--- src/rtl/uart_tx.sv ---
// ============================================================================
// Module   : uart_tx
// Function : Byte-wide 8N1 UART transmitter, LSB first, valid/ready input.
// Revision : 1.0 - initial release
// ============================================================================
`default_nettype none

module uart_tx #(
  parameter int clk_freq = 12000000,
  parameter int baud     = 115200
) (
  input  logic       clk,
  input  logic       rstn,
  input  logic [7:0] data,
  input  logic       valid,
  output logic       ready,
  output logic       tx
);

  localparam int DIV   = clk_freq / baud;
  localparam int CNT_W = (DIV < 2) ? 1 : $clog2(DIV);
  localparam logic [CNT_W-1:0] CNT_MAX = CNT_W'(DIV - 1);

  localparam logic [1:0] S_IDLE  = 2'd0;
  localparam logic [1:0] S_START = 2'd1;
  localparam logic [1:0] S_DATA  = 2'd2;
  localparam logic [1:0] S_STOP  = 2'd3;

  if (DIV < 2) begin : g_div_check
    $error("uart_tx: clk_freq / baud must be at least 2");
  end

  logic [1:0]       r_state, w_state_nx;
  logic [CNT_W-1:0] r_cnt, w_cnt_nx, w_cnt_inc;
  logic [2:0]       r_bidx, w_bidx_nx;
  logic [7:0]       r_shreg, w_shreg_nx;
  logic             w_bit_end;
  logic             w_tx_nx, w_ready_nx;

  assign w_bit_end = (r_cnt == CNT_MAX);
  assign w_cnt_inc = w_bit_end ? '0 : r_cnt + CNT_W'(1);

  always_ff @(posedge clk or negedge rstn) begin
    if (!rstn) begin
      r_state <= S_IDLE;
      r_cnt   <= '0;
      r_bidx  <= '0;
      r_shreg <= '0;
      tx      <= 1'b1;
      ready   <= 1'b1;
    end else begin
      r_state <= w_state_nx;
      r_cnt   <= w_cnt_nx;
      r_bidx  <= w_bidx_nx;
      r_shreg <= w_shreg_nx;
      tx      <= w_tx_nx;
      ready   <= w_ready_nx;
    end
  end

  always_comb begin
    w_state_nx = r_state;
    w_cnt_nx   = r_cnt;
    w_bidx_nx  = r_bidx;
    w_shreg_nx = r_shreg;
    case (r_state)
      S_IDLE: begin
        if (valid) begin
          w_shreg_nx = data;
          w_cnt_nx   = '0;
          w_bidx_nx  = '0;
          w_state_nx = S_START;
        end
      end
      S_START: begin
        w_cnt_nx = w_cnt_inc;
        if (w_bit_end) w_state_nx = S_DATA;
      end
      S_DATA: begin
        w_cnt_nx = w_cnt_inc;
        if (w_bit_end) begin
          w_shreg_nx = {1'b0, r_shreg[7:1]};
          if (r_bidx == 3'd7) w_state_nx = S_STOP;
          else                w_bidx_nx  = r_bidx + 3'd1;
        end
      end
      default: begin
        w_cnt_nx = w_cnt_inc;
        if (w_bit_end) w_state_nx = S_IDLE;
      end
    endcase
  end

  // Outputs are computed from the next state so tx/ready are registered yet
  // change on the same edge as the state they describe.
  always_comb begin
    w_tx_nx    = 1'b1;
    w_ready_nx = (w_state_nx == S_IDLE);
    case (w_state_nx)
      S_START: w_tx_nx = 1'b0;
      S_DATA:  w_tx_nx = w_shreg_nx[0];
      default: w_tx_nx = 1'b1;
    endcase
  end

endmodule

`default_nettype wire

--- config.mk ---
export PLATFORM = sky130hd
export DESIGN_NAME = uart_tx
export DESIGN_NICKNAME = d
export VERILOG_FILES = /design/src/rtl/uart_tx.sv
export SDC_FILE = /design/constraint.sdc
export NUM_CORES = 1
export LEC_CHECK = 0
export ABC_AREA = 1
export CAP_MARGIN = 20
export CORE_MARGIN = 3
export CORE_UTILIZATION = 54
export CTS_CLUSTER_DIAMETER = 120
export DETAILED_ROUTE_END_ITERATION = 12
export GPL_TIMING_DRIVEN = 0
export PLACE_DENSITY = 0.77
export SLEW_MARGIN = 25
export SYNTH_ARGS = -nofsm -noshare
export SYNTH_HDL_FRONTEND = slang
export SYNTH_SLANG_ARGS = --single-unit
--- constraint.sdc ---
create_clock -name clk -period 1.59 [get_ports clk]
set_input_delay 0.159 -clock clk [delete_from_list [all_inputs] [get_ports clk]]
set_output_delay 0.159 -clock clk [all_outputs]
set_load 0.02 [all_outputs]
==> results.ini <==
[synth]
synth.avg_cell_area_um2 = 8.646
yosysSeqAreaShare_pct = 48.10
netlist_instances = 133
syn_area_um2 = 1150
async_flop_share_pct = 100.0
yosysWarnings = 0
mappedNetlistNets = 147
synth_ff_type = dfrtp_1
synth_edf_count = 0
synth.distinct_cells = 24
ys_seq_elements = 22

[cts]
clk_latency_ns = 0.31
root_buffer = clkbuf_4
cts_buffers = 3
clkTransAtPathRegs_ns = 0.12
cts_tree = built
clock-sinks = 22
cts_buffer_depth = 2
h-tree-depth = 1

[timing]
final_max_slew_viol_count = 0
setup_viol = 0
slew_headroom_pct = 67.67
setup_slack_ns = 0.1612
layout_min_cycle_time_ns = 1.429
final.setup.tns_ns = 0
tightestPinTransition_ns = 0.4850
hold_viol_final = 0
finClkSkew_ns = 0.006538
min_period_over_period_pct = 89.86
fmax_ghz = 0.6999
rsz0062_at_grt = no

[route]
ant_nets = 0
drt_iter0_drc = 17
avgViaCountPerCell = 5.039
wire_per_inst_um = 11.42
wl_um = 2032
first_pass_iters = 5
num_vias = 897
drcViolationCount = 0

[global_route]
met2_usage_pct = 30.13
grt_pass1_wl_um = 3519
use_met3_pct = 2.865
grt_pass1_vias = 867
grt_max_degree = 23
antenna_found_initial = 0
grt_overflow_total = 0
grt_usage_pct = 17.36
met1_usage_pct = 20.81
top_usage_layer = met2

[placement]
place_congestion = 0.7836
place_ws_ns = 0.1139
dp_cells = 172
portBuffers = 12
hpwl_um = 1572

[power_and_ir_drop]
ir_worst_vdd_mv = 0.7650
power_density_nw_per_um2 = 743.7
p_leak_nw = 0.6624

[setup_path]
worstPathMaxFanout = 5
worst_path_max_delay_cell = dfrtp_1
worstPathCellList = ha_1, nand2_2, nor2_8, nand2_4, nand2_2, nand2_1, inv_1, o21ai_0
cp_common_cell = nand2_2
path_buf_inv = 1
crit_path_max_incr_delay_ns = 0.39
worstSetupEndpointType = flip-flop
start_kind = flip-flop
required_ns = 1.79
path_class = reg2reg
crit_family = simple AND/OR/NAND/NOR gates
cp.arrival_ns = 1.63

[layout]
instances_no_fill = 178
drive_gt1_share_pct = 17.88
area_delta_synth_final_pct = 19.04
diodes = 0
layout.nets = 166

[floorplan]
die_y_um = 52.15
start_util_pct = 58.02
die-width_um = 52.15
core_um2 = 1982
die_area_um2 = 2719
io_pins = 13
rows = 16

[status]
status = finished, final reports clean

[job]
cap_violations = 0

[hold_path]
holdCritPathClass = in2async

## power breakdown
group	total (mW)	internal (mW)	leakage [nW]	switching, mW
logic	0.0359	0.0216	0.396	0.0143
clock network	0.423	0.255	0.0279	0.168
registers	0.560	0.560	0.238	0
## flip-flops by register name (all words and copies together), names as in the netlist
name     flops
ready        1
r_cnt        7
r_state      2
r_shreg      8
r_bidx       3
tx           1
## final timing paths
check | slack [ns] | end | startpoint | depth (start not counted)
max | 0.16 | r_cnt[0] | r_cnt[1] | 8
max reg2reg | 0.16 | r_cnt[0] | r_cnt[1] | 8
min in group clk | 0.37 | r_shreg[7] | data[7] | 3
min reg2reg | 0.49 | r_bidx[0] | r_bidx[0] | 1
min | 0.33 | r_bidx[2] | rstn | 2
max in group asynchronous | 0.91 | ready | rstn | 2
## stage by stage
| step | power [mW] | area, um2 | hold slack [ns] | util, % |
|---|---|---|---|---|
| global placement | 0.6059 | 1304 | 0.4561 | 65.78 |
| floorplan | 0.5704 | 1150 | -0.1366 | - |
| global route | 1.057 | 1369 | 0.3533 | 69.07 |
| CTS | 1.037 | 1354 | 0.3614 | 68.31 |
| detailed placement | 0.6062 | 1304 | 0.4675 | 65.78 |
| finish | 1.018 | 1369 | 0.3286 | 69.07 |
## synthesized netlist by cell type, types with 2 or more instances
cell type | instances | area share [%]
o22ai_1 | 2 | 1.1
nand3_1 | 13 | 5.7
nor2_8 | 2 | 3.5
o21ai_0 | 4 | 1.7
dfstp_2 | 2 | 4.6
nor2_1 | 7 | 2.3
dfrtp_1 | 20 | 44
nand2_2 | 6 | 3.3
o21ai_1 | 3 | 1.3
nand2_1 | 42 | 14
nor2_2 | 2 | 1.1
inv_2 | 2 | 0.65
nand2_4 | 2 | 2.0
xor2_1 | 2 | 1.5
inv_1 | 12 | 3.9
nand3_2 | 2 | 1.7
ha_1 | 3 | 3.3
## layout make-up
type	instances	area [um2]
clock buffer	3	22.52
multi-input combinational	97	546.8
fill	142	613.1
timing repair buffer	14	130.1
clock inverter	1	30.03
sequential	22	553.0
inverter	14	52.55
tap	27	33.78
## placed cells by master (no fill, tap or decap), drive strengths merged
cell	instances
dlygate4sd2	2
o21ai	8
nor3	1
buf	2
dlygate4sd3	1
nand4	1
dfstp	2
dfrtp	20
nand2	50
bufinv	1
ha	3
nor2	11
clkbuf	3
a21oi	1
xor2	2
nand3	16
o22ai	2
clkdlybuf4s50	9
xnor2	1
a22o	1
inv	14
## routing by layer
layer / part of all wire, % / up-vias
li1: - / 461
met2: 52 / 12
met1: 45 / 422
met4: 1.2 / 0
met5: 0 / -
met3: 2.6 / 2
## cells by family (layout without fill, tap and decap cells)
kind of cell,count (synthesis),in the layout,share of synthesized area [%]
compound gates,12,12,6.093
xor+xnor,3,3,2.286
fa+ha+maj,3,3,3.265
buf+inv,14,32,4.570
flops,22,22,48.10
simple gates,79,79,35.69
## repair_timing
item                                    4_1_cts  5_1_grt
hold buffers                                  0        1
pin swaps                                     0        0
hold endpoints to repair                      0       20
endpoints found under the setup margin        2       14
resized for setup                             2        1
buffers inserted                              0        1
Power figures use the tool's default switching activity.
